File: src/rtl/mem_bus_arbiter_pkg.sv
// Shared definitions for the memory bus arbiter slice.
// Contents:
//   - default widths for the address/data path and the port-1 burst limit
//   - FSM state encoding (IDLE / ISSUE / RD_WAIT)
//   - requester ids PORT0 (MIPS CPU) and PORT1 (debug/loader master)
//   - helper that sizes the burst counter for a given burst limit
package mem_bus_arbiter_pkg;

    localparam int ADDR_W_DFLT    = 7;
    localparam int DATA_W_DFLT    = 32;
    localparam int MAX_BURST_DFLT = 8;

    typedef enum logic [1:0] {
        ST_IDLE    = 2'd0,
        ST_ISSUE   = 2'd1,
        ST_RD_WAIT = 2'd2
    } arb_state_t;

    localparam logic PORT0 = 1'b0;
    localparam logic PORT1 = 1'b1;

    // The counter only ever has to reach MAX_BURST-1; keep at least one bit.
    function automatic int burst_cnt_w(input int max_burst);
        return (max_burst > 1) ? $clog2(max_burst) : 1;
    endfunction

endpackage

File: src/rtl/mem_bus_arbiter_rr_pick2.sv
// rr_pick2: combinational two-way round-robin selector with port-1 burst lock.
// Ports:
//   reqs       in  2      request vector, bit n = port n
//   rr_last    in  1      port that won the previous grant
//   lock       in  1      port 1 asks to keep the bus for back-to-back grants
//   burst_cnt  in  CNT_W  locked re-grants already given to port 1
//   any_req    out 1      at least one port is requesting
//   winner     out 1      selected port (only meaningful when any_req)
//   burst_next out CNT_W  burst counter value to store if this pick is taken
module rr_pick2
    import mem_bus_arbiter_pkg::*;
#(
    parameter int MAX_BURST = MAX_BURST_DFLT,
    parameter int CNT_W     = burst_cnt_w(MAX_BURST_DFLT)
) (
    input  logic [1:0]       reqs,
    input  logic             rr_last,
    input  logic             lock,
    input  logic [CNT_W-1:0] burst_cnt,
    output logic             any_req,
    output logic             winner,
    output logic [CNT_W-1:0] burst_next
);

    localparam logic [CNT_W-1:0] LIMIT = CNT_W'(MAX_BURST - 1);

    always_comb begin
        any_req    = |reqs;
        winner     = PORT0;
        burst_next = '0;
        // A locked re-grant overrides port 0 until LIMIT re-grants have been
        // made; after that the plain round-robin below hands the bus to port 0.
        if ((rr_last == PORT1) && lock && reqs[1] && (burst_cnt < LIMIT)) begin
            winner     = PORT1;
            burst_next = burst_cnt + CNT_W'(1);
        end else if (reqs == 2'b11) begin
            winner = ~rr_last;
        end else if (reqs[1]) begin
            winner = PORT1;
        end else begin
            winner = PORT0;
        end
    end

endmodule

File: src/rtl/mem_bus_arbiter.sv
// mem_bus_arbiter: shares the single-port 128x32 synchronous Memory between
// the MIPS CPU (port 0) and the debug/loader master (port 1).
// Ports:
//   CLK, RST                    clock, synchronous active-high reset
//   pN_req/we/addr/wdata        requester N transaction, held until pN_gnt
//   pN_gnt                      1-cycle pulse while the transaction is issued
//   pN_rvalid, pN_rdata         read completion pulse and held read data
//   p1_lock                     port 1 burst request
//   mem_cs/we/addr/wdata        Memory control and write data
//   mem_wdata_oe                enable for the top-level Mem_Bus driver
//   mem_rdata                   Mem_Bus as seen by the arbiter
// Per transaction: IDLE (select + latch) -> ISSUE (cs, gnt) -> RD_WAIT for
// reads (capture rdata, pulse rvalid) -> IDLE. All outputs are registered.
module mem_bus_arbiter
    import mem_bus_arbiter_pkg::*;
#(
    parameter int ADDR_W    = ADDR_W_DFLT,
    parameter int DATA_W    = DATA_W_DFLT,
    parameter int MAX_BURST = MAX_BURST_DFLT
) (
    input  logic              CLK,
    input  logic              RST,
    input  logic              p0_req,
    input  logic              p0_we,
    input  logic [ADDR_W-1:0] p0_addr,
    input  logic [DATA_W-1:0] p0_wdata,
    output logic              p0_gnt,
    output logic              p0_rvalid,
    output logic [DATA_W-1:0] p0_rdata,
    input  logic              p1_req,
    input  logic              p1_we,
    input  logic [ADDR_W-1:0] p1_addr,
    input  logic [DATA_W-1:0] p1_wdata,
    output logic              p1_gnt,
    output logic              p1_rvalid,
    output logic [DATA_W-1:0] p1_rdata,
    input  logic              p1_lock,
    output logic              mem_cs,
    output logic              mem_we,
    output logic [ADDR_W-1:0] mem_addr,
    output logic [DATA_W-1:0] mem_wdata,
    output logic              mem_wdata_oe,
    input  logic [DATA_W-1:0] mem_rdata
);

    localparam int CNT_W = burst_cnt_w(MAX_BURST);

    arb_state_t        state, state_nx;
    logic              sel;        // port owning the in-flight transaction
    logic              rr_last;
    logic [CNT_W-1:0]  burst_cnt;

    logic              any_req, winner;
    logic [CNT_W-1:0]  burst_next;
    logic              latch_en;
    logic              pick_we;
    logic [ADDR_W-1:0] pick_addr;
    logic [DATA_W-1:0] pick_wdata;

    logic [1:0]        gnt_nx, rvalid_nx;
    logic              cs_nx, we_nx;

    rr_pick2 #(
        .MAX_BURST (MAX_BURST),
        .CNT_W     (CNT_W)
    ) u_pick (
        .reqs       ({p1_req, p0_req}),
        .rr_last    (rr_last),
        .lock       (p1_lock),
        .burst_cnt  (burst_cnt),
        .any_req    (any_req),
        .winner     (winner),
        .burst_next (burst_next)
    );

    assign latch_en   = (state == ST_IDLE) && any_req;
    assign pick_we    = (winner == PORT1) ? p1_we    : p0_we;
    assign pick_addr  = (winner == PORT1) ? p1_addr  : p0_addr;
    assign pick_wdata = (winner == PORT1) ? p1_wdata : p0_wdata;

    // ---- state register ----
    always_ff @(posedge CLK) begin
        if (RST) state <= ST_IDLE;
        else     state <= state_nx;
    end

    // ---- next state and next registered outputs ----
    always_comb begin
        state_nx  = state;
        gnt_nx    = 2'b00;
        rvalid_nx = 2'b00;
        cs_nx     = 1'b0;
        we_nx     = 1'b0;
        case (state)
            ST_IDLE: begin
                if (any_req) begin
                    state_nx       = ST_ISSUE;
                    cs_nx          = 1'b1;
                    we_nx          = pick_we;
                    gnt_nx[winner] = 1'b1;
                end
            end
            // mem_we still holds the latched direction during ISSUE.
            ST_ISSUE:   state_nx = mem_we ? ST_IDLE : ST_RD_WAIT;
            ST_RD_WAIT: begin
                state_nx          = ST_IDLE;
                rvalid_nx[sel]    = 1'b1;
            end
            default:    state_nx = ST_IDLE;
        endcase
    end

    // ---- registered outputs, transaction latch, arbitration history ----
    always_ff @(posedge CLK) begin
        if (RST) begin
            p0_gnt    <= 1'b0;
            p1_gnt    <= 1'b0;
            p0_rvalid <= 1'b0;
            p1_rvalid <= 1'b0;
            mem_cs    <= 1'b0;
            mem_we    <= 1'b0;
            mem_addr  <= '0;
            sel       <= PORT0;
            rr_last   <= PORT1;
            burst_cnt <= '0;
            p0_rdata  <= '0;
            p1_rdata  <= '0;
        end else begin
            {p1_gnt, p0_gnt}       <= gnt_nx;
            {p1_rvalid, p0_rvalid} <= rvalid_nx;
            mem_cs                 <= cs_nx;
            mem_we                 <= we_nx;
            // Address and owner stay frozen from selection through RD_WAIT.
            if (latch_en) begin
                mem_addr  <= pick_addr;
                sel       <= winner;
                rr_last   <= winner;
                burst_cnt <= burst_next;
            end
            if (state == ST_RD_WAIT) begin
                if (sel == PORT1) p1_rdata <= mem_rdata;
                else              p0_rdata <= mem_rdata;
            end
        end
    end

    // Write data is only driven onto the bus under mem_wdata_oe, so it needs no reset.
    always_ff @(posedge CLK) begin
        if (latch_en) mem_wdata <= pick_wdata;
    end

    assign mem_wdata_oe = mem_cs & mem_we;

endmodule

File: config.mk
export PLATFORM = sky130hd
export DESIGN_NAME = mem_bus_arbiter
export DESIGN_NICKNAME = d
export VERILOG_FILES = /design/src/rtl/mem_bus_arbiter_pkg.sv /design/src/rtl/mem_bus_arbiter_rr_pick2.sv /design/src/rtl/mem_bus_arbiter.sv
export SDC_FILE = /design/constraint.sdc
export NUM_CORES = 1
export LEC_CHECK = 0
export BUFFER_PORTS_ARGS = -buffer_cell sky130_fd_sc_hd__buf_2
export CAP_MARGIN = 20
export CELL_PAD_IN_SITES_DETAIL_PLACEMENT = 1
export CELL_PAD_IN_SITES_GLOBAL_PLACEMENT = 1
export CORE_AREA = 2 2 125 127
export DETAILED_ROUTE_END_ITERATION = 12
export DIE_AREA = 0 0 127 129
export PLACE_DENSITY_LB_ADDON = 0.1
export SLEW_MARGIN = 15
export SYNTH_ARGS = -nofsm -noshare
export SYNTH_HDL_FRONTEND = slang
export SYNTH_HIERARCHICAL = 1
export SYNTH_SLANG_ARGS = --single-unit
File: constraint.sdc
create_clock -name CLK -period 1.7 [get_ports CLK]
set_clock_uncertainty 0.2 [all_clocks]
set_input_delay 0.17 -clock CLK [delete_from_list [all_inputs] [get_ports CLK]]
set_output_delay 0.17 -clock CLK [all_outputs]
set_load 0.01 [all_outputs]
Word-level counts from Yosys, hierarchy flattened
Index checks and enable logic that the tools add are counted.
{"block": "classes", "bitwise": 6, "mux": 15, "magnitude_cmp": 5, "n_addsub": 1, "eq_ne": 4, "n_reduce_logical": 13}
{"op": "32-bit two-way mux", "n": 1}
{"op": "1-bit two-way mux", "n": 7}
{"op": "7-bit two-way mux", "n": 1}
{"op": "1-bit logical AND", "n": 6}
{"op": "2-bit OR reduction", "n": 3}
{"op": "1-bit inverter", "n": 5}
{"op": "2-bit == test (second input constant)", "n": 2}
{"op": "1-bit by 2-bit less-than comparator with 1-bit output (second input constant)", "n": 2}
{"op": "2-bit two-way mux", "n": 2}
{"op": "2-bit one-hot mux with 2 select lines", "n": 1}
{"op": "2-bit AND reduction", "n": 2}
{"op": "3-bit by 1-bit adder with 3-bit output (second input constant)", "n": 1}
{"op": "3-bit less-than comparator (second input constant)", "n": 1}
{"op": "3-bit two-way mux", "n": 1}
{"op": "3-bit OR reduction", "n": 1}
{"op": "1-bit demux with 1-bit select", "n": 2}
{"op": "2-bit by 1-bit == test with 1-bit output (second input constant)", "n": 1}
{"op": "1-bit >= comparator (second input constant)", "n": 2}
{"op": "2-bit zero test", "n": 1}
{"op": "2-bit != test (second input constant)", "n": 1}
{"op": "1-bit AND", "n": 1}
{"block": "word_totals", "output_inout_bits": 110, "elab_cells": 58, "reg_bits": 116}

Longest topological paths before layout
Gate-level depths: netlist of the first run.
{"block": "depth", "depth_word": 8, "ltp_mapped": 7, "ltp_nobuf": 5}

Modules after synthesis
Netlist of the first run, hierarchy kept.
{"module": "mem_bus_arbiter", "n_inst": 1, "cells_per_inst": 423, "seq_area_each_um2": 2642.5, "area_each_um2": 4330.4}
{"module": "rr_pick2", "n_inst": 1, "cells_per_inst": 10, "seq_area_each_um2": 0.0, "area_each_um2": 87.6}

Worst setup path before layout of the first run
Ideal clock, no wire load.
{"block": "synth_timing", "kind": "reg-to-reg", "startpoint": "register burst_cnt[0]", "endpoint": "register mem_wdata[24] (data pin)", "period_less_slack_ps": 1824, "n_path_buf": 2, "setup_time_ps": 260, "path_stages_with_launch": 6, "setup_slack_ps": -124, "arrival_time_ps": 1364, "cell_sequence": "dfxtp_1 and3_4 o2bb2ai_1 buf_2 buf_2 mux2_2"}
{"block": "synth_between", "elab_chain_len": 4}
{"element": "from (decl)", "line_no": "mem_bus_arbiter.sv:51", "text": "logic [CNT_W-1:0] burst_cnt;"}
{"element": "from (signal assigned)", "line_no": "mem_bus_arbiter.sv:138", "text": "burst_cnt <= burst_next;"}
{"element": "3-bit less-than comparator", "line_no": "mem_bus_arbiter_rr_pick2.sv:33", "text": "if ((rr_last == PORT1) && lock && reqs[1] && (burst_cnt < LIMIT)) begin"}
{"element": "1-bit logical AND", "line_no": "mem_bus_arbiter_rr_pick2.sv:33"}
{"element": "1-bit two-way mux", "line_no": "mem_bus_arbiter_rr_pick2.sv:33"}
{"element": "named net winner", "line_no": "mem_bus_arbiter.sv:53", "text": "logic any_req, winner;"}
{"element": "32-bit two-way mux", "line_no": "mem_bus_arbiter.sv:79", "text": "assign pick_wdata = (winner == PORT1) ? p1_wdata : p0_wdata;"}
{"element": "named net pick_wdata[24]", "line_no": "mem_bus_arbiter.sv:58", "text": "logic [DATA_W-1:0] pick_wdata;"}
{"element": "to (signal assigned)", "line_no": "mem_bus_arbiter.sv:149", "text": "if (latch_en) mem_wdata <= pick_wdata;"}
{"element": "to (decl)", "line_no": "mem_bus_arbiter.sv:41", "text": "output logic [DATA_W-1:0] mem_wdata,"}
The timed path passes the listed nets, and every way through them passes these cells.
A chain may end at the register's enable or synchronous reset.

Final worst setup path of the first run
{"block": "layout_timing", "startpoint": "register rr_last", "endpoint": "register mem_wdata[3] (data pin)"}
{"block": "layout_between", "elab_chain_len": 5, "elab_cells_between_ends": 7, "cone_classes": "mux: 3; bitwise: 1; reduce/logical: 3"}
{"element": "from (decl)", "line_no": "mem_bus_arbiter.sv:50", "text": "logic rr_last;"}
{"element": "from (signal assigned)", "line_no": "mem_bus_arbiter.sv:137", "text": "rr_last <= winner;"}
{"element": "1-bit logical AND (3 in a row)", "line_no": "mem_bus_arbiter_rr_pick2.sv:33"}
{"element": "1-bit two-way mux *", "line_no": "mem_bus_arbiter_rr_pick2.sv:33"}
{"element": "named net winner", "line_no": "mem_bus_arbiter.sv:53"}
{"element": "32-bit two-way mux *", "line_no": "mem_bus_arbiter.sv:79"}
{"element": "named net pick_wdata[3]", "line_no": "mem_bus_arbiter.sv:58"}
The timed path passes the listed nets; every way through them passes the cells marked *.

==> impl_metrics.env, run 1 <==
export IMPL_status="finished with violations"
export IMPL_violations="negative hold slack, negative setup slack"
export IMPL_synth_distinct_cells=32
export IMPL_synth_top_family_by_area="simple AND/OR/NAND/NOR gates"
export IMPL_dieHeight_um=129
export IMPL_synth_top_flop_cell="dfxtp_1"
export IMPL_muxShareOfSynthArea=0.0997
export IMPL_fp_dieW_um=127
export IMPL_syn_area_per_cell_um2=10.2
export IMPL_synth_seq_cells=116
export IMPL_fin_ws_ps=-44.4
export IMPL_drcViolationCount=0
export IMPL_synth_xor_area_share=0.00198
export IMPL_ys_warn_count=6
export IMPL_final_nets=904
export IMPL_cp_required_ps=1650
export IMPL_clk_pin_slew_ps=50
export IMPL_cts_tree="yes"
export IMPL_viasPerCell=4.57
export IMPL_period_share=1.03
export IMPL_start_kind="flip-flop"
export IMPL_synth_adder_area_share=0.00283
export IMPL_hold_violations=1
export IMPL_global_route_usage_met1=0.236
export IMPL_irDropWorstVdd_mv=0.534
export IMPL_cp_max_fo=6
export IMPL_fmax_mhz=573
export IMPL_setup_viol=21
export IMPL_dpl_worst_slack_ps=-69.5
export IMPL_hpwl_um=9610
export IMPL_synth_seq_area_share=0.598
export IMPL_drt_iter0_markers=152
export IMPL_cts_max_path_buffers=2
export IMPL_ios=227
export IMPL_maxSlewViolCount=0
export IMPL_layout_cells_non_filler=988
export IMPL_powerDensity_nw_per_um2=986
export IMPL_clk_latency_ps=400
export IMPL_yosysTopAreaCell="dfxtp_1"
export IMPL_syn_area_um2=4420
export IMPL_fin_crit_ps=1740
export IMPL_synth_area_leaders="dfxtp_1 38%, edfxtp_1 22%, nand2_1 12%"
export IMPL_worst_pin_slew_ps=322
export IMPL_crit_path_end_kind="flip-flop"
export IMPL_grt_max_degree=56
export IMPL_holdWs_ps=-6.57
export IMPL_busiest_layer="met2"
export IMPL_setup_tns_ps=-318
export IMPL_critPathArrivalTime_ps=1700
export IMPL_routed_wl_um=17300
export IMPL_drt_pass1_iter_count=6
export IMPL_grt_use_met2=0.348
export IMPL_cts_buffers=17
export IMPL_worstSetupPathType="flip-flop to flip-flop"
export IMPL_cap_violations=0
export IMPL_start_util=0.295
export IMPL_syn_to_final_growth_pct=76.4
export IMPL_grt_use_met3=0.0624
export IMPL_gp_congestion=0.776
export IMPL_core_um2=15000
export IMPL_grt_pass1_vias=4781
export IMPL_via_count=4518
export IMPL_wire_per_inst_um=17.5
export IMPL_die_area_um2=16400
export IMPL_synth_top_area_frac=0.381
export IMPL_synth_edf_count=32
export IMPL_fin_util=0.520
export IMPL_htreeDepth=4
export IMPL_drive_gt1_frac=0.421
export IMPL_syn_inst=433
export IMPL_clock_sinks=116
export IMPL_p_leak_nw=3.43
export IMPL_ant_nets=0
export IMPL_root_buffer="clkbuf_16"
export IMPL_synth_compound_area_frac=0.0971
export IMPL_grt_pass1_wl_um=25600
export IMPL_dp_cells=836
export IMPL_grt_antenna_before_repair=1
export IMPL_max_slew_margin=0.785
export IMPL_synth_async_reset_ratio=0
export IMPL_synth_simple_area_share=0.160
export IMPL_grt_ovfl_total=0
export IMPL_synthesis_nets=551
export IMPL_grtUsageTotal=0.201
export IMPL_port_buffers=226
export IMPL_min_path_type="primary input to flip-flop"
export IMPL_rsz0062_at_grt="yes"
export IMPL_rows=45
routing by layer:
layer	vias to the layer above	wire length (um)
li1	2169	-
met1	2154	7050
met2	173	8770
met3	22	1180
met4	0	269
met5	-	0
cell usage in the layout, fill, tap and decap left out, drive strengths merged:
cell type	netlist	final
clkbuf	16	28
dlygate4sd3	0	112
nand3b	1	1
nor2	10	10
xnor2	1	1
mux2i	8	8
nor4b	1	1
a21oi	69	69
nand2b	1	1
dfxtp	84	84
edfxtp	32	32
buf	15	251
bufinv	0	1
ha	1	1
or3b	2	2
and3b	1	1
a211oi	7	7
and3	1	1
or2	1	1
nor4	1	1
and2	2	2
nand3	1	1
inv	0	1
nor3b	2	2
nand2	138	138
o2bb2ai	1	1
diode	0	1
clkinv	1	5
nor3	4	4
mux2	32	32
stage by stage:
stage	instance area (um^2)	power [mW]
after floorplan	4430	3.64
after global placement	5850	4.03
after detailed placement	5850	4.06
final	7790	7.68
after CTS	7620	7.62
after global routing	7790	7.99
state kept, by name, indices dropped and copies added (netlist names):
signal     cells
mem_wdata     32
rr_last        1
p1_gnt         1
p0_gnt         1
p1_rdata      32
state          2
p0_rdata      32
burst_cnt      3
mem_cs         1
sel            1
mem_addr       7
p0_rvalid      1
p1_rvalid      1
mem_we         1
cells in the mapped netlist (all sizes together) (2+ instances only):
cell and n:
a211oi 7, nor2 10, nand2 138, mux2i 8, mux2 32, nor3b 2, nor3 4, buf 15
and2 2, or3b 2, clkbuf 16, edfxtp 32, a21oi 69, dfxtp 84
power by group:
part | total, mW | switching (mW) | internal, mW | leakage [nW]
Clock | 3.26 | 1.21 | 2.05 | 0.270
Sequential | 3.12 | 0.0739 | 3.05 | 0.995
Combinational | 1.30 | 0.602 | 0.701 | 2.16
Total | 7.68 | 1.88 | 5.80 | 3.43
repair_timing:
| item | CTS | global route |
|---|---|---|
| resized for setup | 7 | 35 |
| setup endpoints to repair | 32 | 40 |
| pin swaps | 1 | 3 |
| hold buffers | 112 | 0 |
| buffers inserted | 3 | 1 |
| hold endpoints to repair | 107 | 0 |
| gates cloned | 2 | 2 |
logic make-up (layout without fill, tap and decap cells):
family                     after synthesis  in the layout
DFF                                    116            116
AOI/OAI and AO/OA                       77             77
adders and majority gates                1              1
xor gates and xnor gates                 1              1
other                                    0              1
and+or+nand+nor                        166            166
buffers and inverters                   32            398
muxes                                   40             40
final cells by class:
cell class                 instances  area [um^2]
tap                              188          235
timing repair inverter             1         8.76
timing repair buffer             364         2570
multi-input combinational        285         1770
antenna                            1         2.50
sequential                       116         2650
fill                            1718         7180
inverter                           1         30.0
clock inverter                     5         25.0
clock buffer                      27          514
critical path: stages (launching register included):
cell	delay [ps]
dfxtp_2	350
nand3_2	110
o2bb2ai_4	200
buf_6	150
clkbuf_16	150
mux2_2	330
final timing paths:
path / start / to / slack, ps / cells after the start
max: rr_last$_SDFFE_PP1P_ / mem_wdata[3]$_DFFE_PP_ / -40 / 5
min: p1_addr[1] / mem_addr[1]$_SDFFE_PP0P_ / -7 / 3
max reg2reg: rr_last$_SDFFE_PP1P_ / mem_wdata[3]$_DFFE_PP_ / -40 / 5
min reg2reg: p0_rdata[12]$_SDFFE_PP0P_ / p0_rdata[12]$_SDFFE_PP0P_ / 250 / 2
Power figures use the tool's default switching activity.
==> run 2, diff against run 1 <==
--- a/config.mk
+++ b/config.mk
@@ -5,13 +5,14 @@
 export SDC_FILE = /design/constraint.sdc
 export NUM_CORES = 1
 export LEC_CHECK = 0
+export ABC_AREA = 1
 export BUFFER_PORTS_ARGS = -buffer_cell sky130_fd_sc_hd__buf_2
 export CAP_MARGIN = 20
 export CELL_PAD_IN_SITES_DETAIL_PLACEMENT = 1
 export CELL_PAD_IN_SITES_GLOBAL_PLACEMENT = 1
-export CORE_AREA = 2 2 125 127
+export CORE_AREA = 2 2 133 135
 export DETAILED_ROUTE_END_ITERATION = 12
-export DIE_AREA = 0 0 127 129
+export DIE_AREA = 0 0 135 137
 export PLACE_DENSITY_LB_ADDON = 0.1
 export SLEW_MARGIN = 15
 export SYNTH_ARGS = -nofsm -noshare
==> impl_metrics.env, run 2 <==
export IMPL_syn_to_final_growth_pct=62.8
export IMPL_clock_sinks=116
export IMPL_grt_max_degree=66
export IMPL_syn_area_per_cell_um2=7.30
export IMPL_syn_area_um2=4840
export IMPL_clk_pin_slew_ps=50
export IMPL_cts_setup_buffers=0
export IMPL_combPwrFrac=0.160
export IMPL_cp_required_ps=1650
export IMPL_powerDensity_nw_per_um2=982
export IMPL_synth_commonest_cells="276 x nand2_1, 138 x nor2_1, 84 x dfxtp_1"
export IMPL_cap_violations=0
export IMPL_grt_pass1_vias=5578
export IMPL_drive_gt1_frac=0.270
export IMPL_p_leak_nw=4.31
export IMPL_die_area_um2=18500
export IMPL_worst_pin_slew_ps=452
export IMPL_via_count=5236
export IMPL_fmax_mhz=636
export IMPL_rsz0062_at_grt="no"
export IMPL_switchingPower_mw=1.95
export IMPL_period_share=0.925
export IMPL_grtUsageTotal=0.184
export IMPL_cp_max_fo=40
export IMPL_grt_pass1_wl_um=26800
export IMPL_synth_top_flop_cell="dfxtp_1"
export IMPL_fin_crit_ps=1570
export IMPL_clk_latency_ps=410
export IMPL_yosysTopAreaCell="dfxtp_1"
export IMPL_ant_nets=0
export IMPL_synthesis_nets=781
export IMPL_ios=227
export IMPL_cts_max_path_buffers=2
export IMPL_worstSetupPathType="flip-flop to flip-flop"
export IMPL_layout_cells_non_filler=1234
export IMPL_routed_wl_um=16700
export IMPL_start_kind="flip-flop"
export IMPL_switching_share=0.252
export IMPL_drcViolationCount=0
export IMPL_syn_inst=663
export IMPL_setup_tns_ps=0
export IMPL_drt_pass1_iter_count=4
export IMPL_dieHeight_um=137
export IMPL_grt_antenna_before_repair=1
export IMPL_hold_path_depth=7
export IMPL_sequentialPowerShare=0.409
export IMPL_setup_viol=0
export IMPL_layout_area_seq_um2=2640
export IMPL_wire_per_inst_um=13.6
export IMPL_start_util=0.284
export IMPL_timing_reg2reg_worst_path_depth=8
export IMPL_ys_warn_count=6
export IMPL_r2r_slack_ps=130
export IMPL_cts_buffers=17
export IMPL_p_int_mw=5.79
export IMPL_final_common_cell="nand2_1"
export IMPL_antenna_cells=0
export IMPL_pwr_share_clk=0.432
export IMPL_synth_area_leaders="dfxtp_1 35%, nand2_1 21%, edfxtp_1 20%"
export IMPL_final_nets=1115
export IMPL_min_path_type="primary input to flip-flop"
export IMPL_grt_use_met2=0.332
export IMPL_synth_seq_area_share=0.546
export IMPL_holdWs_ps=55.8
export IMPL_synth_distinct_cells=19
export IMPL_cts_tree="yes"
export IMPL_rows=48
export IMPL_layout_common_cells="275 x nand2_1, 226 x buf_2, 137 x nor2_1"
export IMPL_crit_path_end_kind="flip-flop"
export IMPL_multi_input_area_um2=1710
export IMPL_fillCellCount=2129
export IMPL_synth_top_area_frac=0.347
export IMPL_hold_violations=0
export IMPL_max_slew_margin=0.698
export IMPL_dp_cells=1090
export IMPL_synth_async_reset_ratio=0
export IMPL_fp_dieW_um=135
export IMPL_viasPerCell=4.24
export IMPL_gp_congestion=0.752
export IMPL_hpwl_um=10700
export IMPL_grt_use_met3=0.0711
export IMPL_irDropWorstVdd_mv=0.660
export IMPL_global_route_usage_met1=0.196
export IMPL_synth_edf_count=32
export IMPL_drt_iter0_markers=190
export IMPL_grt_ovfl_total=0
export IMPL_reg_top3="mem_wdata x32, p0_rdata x32, p1_rdata x32"
export IMPL_root_buffer="clkbuf_16"
export IMPL_core_um2=17100
export IMPL_status="finished clean"
export IMPL_critPathArrivalTime_ps=1530
export IMPL_htreeDepth=4
export IMPL_synth_most_common_cell="nand2_1"
export IMPL_busiest_layer="met2"
export IMPL_port_buffers=226
export IMPL_synth_seq_cells=116
export IMPL_maxSlewViolCount=0
run 2: path summary, 6_finish.rpt:
path	from	to
min	p1_lock	burst_cnt[2]$_SDFFE_PP0P_
max	rr_last$_SDFFE_PP1P_	mem_wdata[7]$_DFFE_PP_
min reg2reg	mem_addr[0]$_SDFFE_PP0P_	mem_addr[0]$_SDFFE_PP0P_
max reg2reg	rr_last$_SDFFE_PP1P_	mem_wdata[7]$_DFFE_PP_
run 2: power groups by stage:
| stage | Clock [mW] | Combinational (mW) | Sequential, mW |
|---|---|---|---|
| 6_report | 3.34 | 1.24 | 3.16 |
| 3_3_place_gp | 0 | 0.994 | 3.21 |
| 4_1_cts | 3.44 | 1.23 | 3.16 |
| 5_1_grt | 3.55 | 1.37 | 3.18 |
| 2_1_floorplan | 0 | 0.422 | 3.31 |
| 3_5_place_dp | 0 | 1.02 | 3.21 |
run 2: timing repair:
action | CTS | global route
resized for setup | 0 | 2
endpoints found under the hold margin | 110 | 0
hold buffers | 113 | 0
setup endpoints to repair | 0 | 11
run 2: metrics by stage:
stage	cell area [um^2]	power (mW)	util	setup WS [ps]
after floorplan	4840	3.73	-	111
after global placement	6190	4.20	0.363	108
after detailed placement	6190	4.24	0.363	47.1
after CTS	7870	7.83	0.462	31.1
after global routing	7880	8.11	0.462	26.2
final	7880	7.74	0.462	128
run 2: area by class of cell:
cell class	count	share of cell area
sequential	116	0.335
clock inverter	5	0.00635
clock buffer	26	0.0634
timing repair buffer	349	0.306
inverter	74	0.0357
multi-input combinational	439	0.217
tap	225	0.0357
run 2: routing by layer:
metal  part of all wire  vias to the layer above
li1                   -                     2619
met1               0.40                     2435
met2               0.50                      163
met3              0.083                       19
met4              0.016                        0
met5                  0                        -
run 2: critical path, cell delays in order (launching register included):
cell and delay [ps]:
dfxtp_1 340, nand2_1 70, nor2_2 100, nand2_2 90, nand2_2 80, inv_1 60
buf_12 170, nand2_1 110, nand2_1 80
run 2: cells by family (layout without fill, tap and decap cells):
family                     after synthesis  count (layout)  synth area share
adders and majority gates                1               1           0.00258
AOI/OAI and AO/OA                        2               2           0.00258
and+or+nand+nor                        436             436             0.346
buffers and inverters                  108             454             0.102
DFF                                    116             116             0.546
==> run 3, diff against run 2 <==
--- a/config.mk
+++ b/config.mk
@@ -11,9 +11,11 @@
 export CELL_PAD_IN_SITES_DETAIL_PLACEMENT = 1
 export CELL_PAD_IN_SITES_GLOBAL_PLACEMENT = 1
 export CORE_AREA = 2 2 133 135
+export CTS_BUF_LIST = sky130_fd_sc_hd__clkbuf_16
 export DETAILED_ROUTE_END_ITERATION = 12
 export DIE_AREA = 0 0 135 137
 export PLACE_DENSITY_LB_ADDON = 0.1
+export SETUP_SLACK_MARGIN = 0.05
 export SLEW_MARGIN = 15
 export SYNTH_ARGS = -nofsm -noshare
 export SYNTH_HDL_FRONTEND = slang
==> impl_metrics.env, run 3 (synthesis gave the netlist of run 2 again) <==
export IMPL_fmax_mhz=638
export IMPL_core_um2=17100
export IMPL_setup_viol=0
export IMPL_setup_tns_ps=0
export IMPL_dieHeight_um=137
export IMPL_met1_length_um=6810
export IMPL_critical_path_max_stage_delay_ps=350
export IMPL_hpwl_um=10700
export IMPL_period_share=0.921
export IMPL_maxSlewViolCount=0
export IMPL_via_count=5266
export IMPL_holdWs_ps=75.0
export IMPL_final_nets=1116
export IMPL_grt_pass1_vias=5574
export IMPL_cts_buffers=17
export IMPL_drcViolationCount=0
export IMPL_rsz0062_at_grt="no"
export IMPL_cp_required_ps=1650
export IMPL_fin_ws_ps=134
export IMPL_cp_num_buf_inv=2
export IMPL_drt_iter0_markers=159
export IMPL_hold_violations=0
export IMPL_grt_pass1_wl_um=26800
export IMPL_clock_sinks=116
export IMPL_drt_pass1_iter_count=5
export IMPL_routed_wl_um=16800
export IMPL_cap_violations=0
export IMPL_min_path_type="primary input to flip-flop"
export IMPL_start_util=0.284
export IMPL_clk_pin_slew_ps=50
export IMPL_cp_slowest_cell="dfxtp_1"
export IMPL_start_kind="flip-flop"
export IMPL_crit_path_end_kind="flip-flop"
export IMPL_wl_met2_um=8380
export IMPL_syn_to_final_growth_pct=62.7
export IMPL_crit_chain="nand2_1, nor2_2, nand2_2, nand2_4, inv_2, buf_12, nand2_1, nand2_1"
export IMPL_routed_top_layer="met4"
export IMPL_critPathArrivalTime_ps=1520
export IMPL_grt_ovfl_total=0
export IMPL_timing_critical_path_mode_cell="nand2_1"
export IMPL_cp_max_fo=20
export IMPL_reg_top3="mem_wdata x32, p0_rdata x32, p1_rdata x32"
export IMPL_cts_setup_buffers=0
export IMPL_antenna_cells=0
export IMPL_gp_congestion=0.752
export IMPL_fin_crit_ps=1570
export IMPL_worstSetupPathType="flip-flop to flip-flop"
export IMPL_clk_latency_ps=410
export IMPL_root_buffer="clkbuf_16"
export IMPL_layout_common_cells="275 x nand2_1, 226 x buf_2, 137 x nor2_1"
export IMPL_wire_per_inst_um=13.6
export IMPL_port_buffers=226
export IMPL_cts_max_path_buffers=2
export IMPL_grt_antenna_before_repair=1
export IMPL_max_slew_margin=0.699
export IMPL_fp_dieW_um=135
export IMPL_final_common_cell="nand2_1"
export IMPL_fillCellCount=2132
export IMPL_crit_family="simple AND/OR/NAND/NOR gates"
export IMPL_status="finished clean"
export IMPL_grtUsageTotal=0.184
export IMPL_rows=48
export IMPL_worst_pin_slew_ps=451
export IMPL_irDropWorstVdd_mv=0.670
export IMPL_viasPerCell=4.26
export IMPL_met3_length_um=1390
export IMPL_fin_util=0.462
export IMPL_powerDensity_nw_per_um2=958
export IMPL_htreeDepth=4
export IMPL_p_leak_nw=4.33
export IMPL_drive_gt1_frac=0.268
export IMPL_cts_tree="yes"
export IMPL_die_area_um2=18500
export IMPL_ant_nets=0
export IMPL_dpl_worst_slack_ps=47.1
export IMPL_ios=227
export IMPL_grt_max_degree=66
run 3: cell count changes in the layout (fill, tap and decap cells not counted), sizes merged:
cell and change:
clkbuf -8, inv +6, clkinv +3
run 3: layer usage:
layer  global-route usage  vias up
met3               0.0711       18
li1                     -     2623
met2                0.331      170
met5                    0        -
met4               0.0660        0
met1                0.197     2455
run 3: cell type report:
cell class                      count  area [um^2]  area share
Inverter                           74          282      0.0357
Multi-Input combinational cell    439         1720       0.218
Tap cell                          225          282      0.0357
Clock inverter                     14         83.8      0.0106
Sequential cell                   116         2640       0.336
Timing Repair Buffer              350         2440       0.310
Clock buffer                       17          425      0.0540
run 3: path summary, 6_finish.rpt:
| kind | start | to | slack [ps] | cells after the start |
|---|---|---|---|---|
| worst max-delay path | rr_last$_SDFFE_PP1P_ | mem_wdata[7]$_DFFE_PP_ | 130 | 8 |
| worst min-delay path | p1_lock | burst_cnt[1]$_SDFFE_PP0P_ | 70 | 7 |
| worst max register to register | rr_last$_SDFFE_PP1P_ | mem_wdata[7]$_DFFE_PP_ | 130 | 8 |
| worst min register to register | mem_addr[0]$_SDFFE_PP0P_ | mem_addr[0]$_SDFFE_PP0P_ | 270 | 2 |
run 3: stage by stage:
step           cells  power, mW  cell area, um^2
4_1_cts         1234       7.61             7840
3_3_place_gp    1090       4.20             6190
2_1_floorplan    663       3.73             4840
5_1_grt         1235       7.92             7880
3_5_place_dp    1090       4.24             6190
6_report        1235       7.55             7880
run 3: where the power goes:
group	internal, mW	switching [mW]
clock network	1.93	1.19
registers	3.08	0.0809
logic	0.578	0.684
total	5.59	1.95
run 3: what timing repair did:
| item | 4_1_cts | 5_1_grt |
|---|---|---|
| hold endpoints to repair | 111 | 0 |
| endpoints found under the setup margin | 4 | 27 |
| pin swaps | 0 | 0 |
| resized for setup | 1 | 5 |
| cloned | 0 | 1 |
| hold buffers | 113 | 0 |
run 3: worst register-to-register path, cell delays in order (launching register included):
cell and delay (ps):
dfxtp_1 350, nand2_1 80, nor2_2 100, nand2_2 100
nand2_4 90, inv_2 60, buf_12 150, nand2_1 100
nand2_1 80
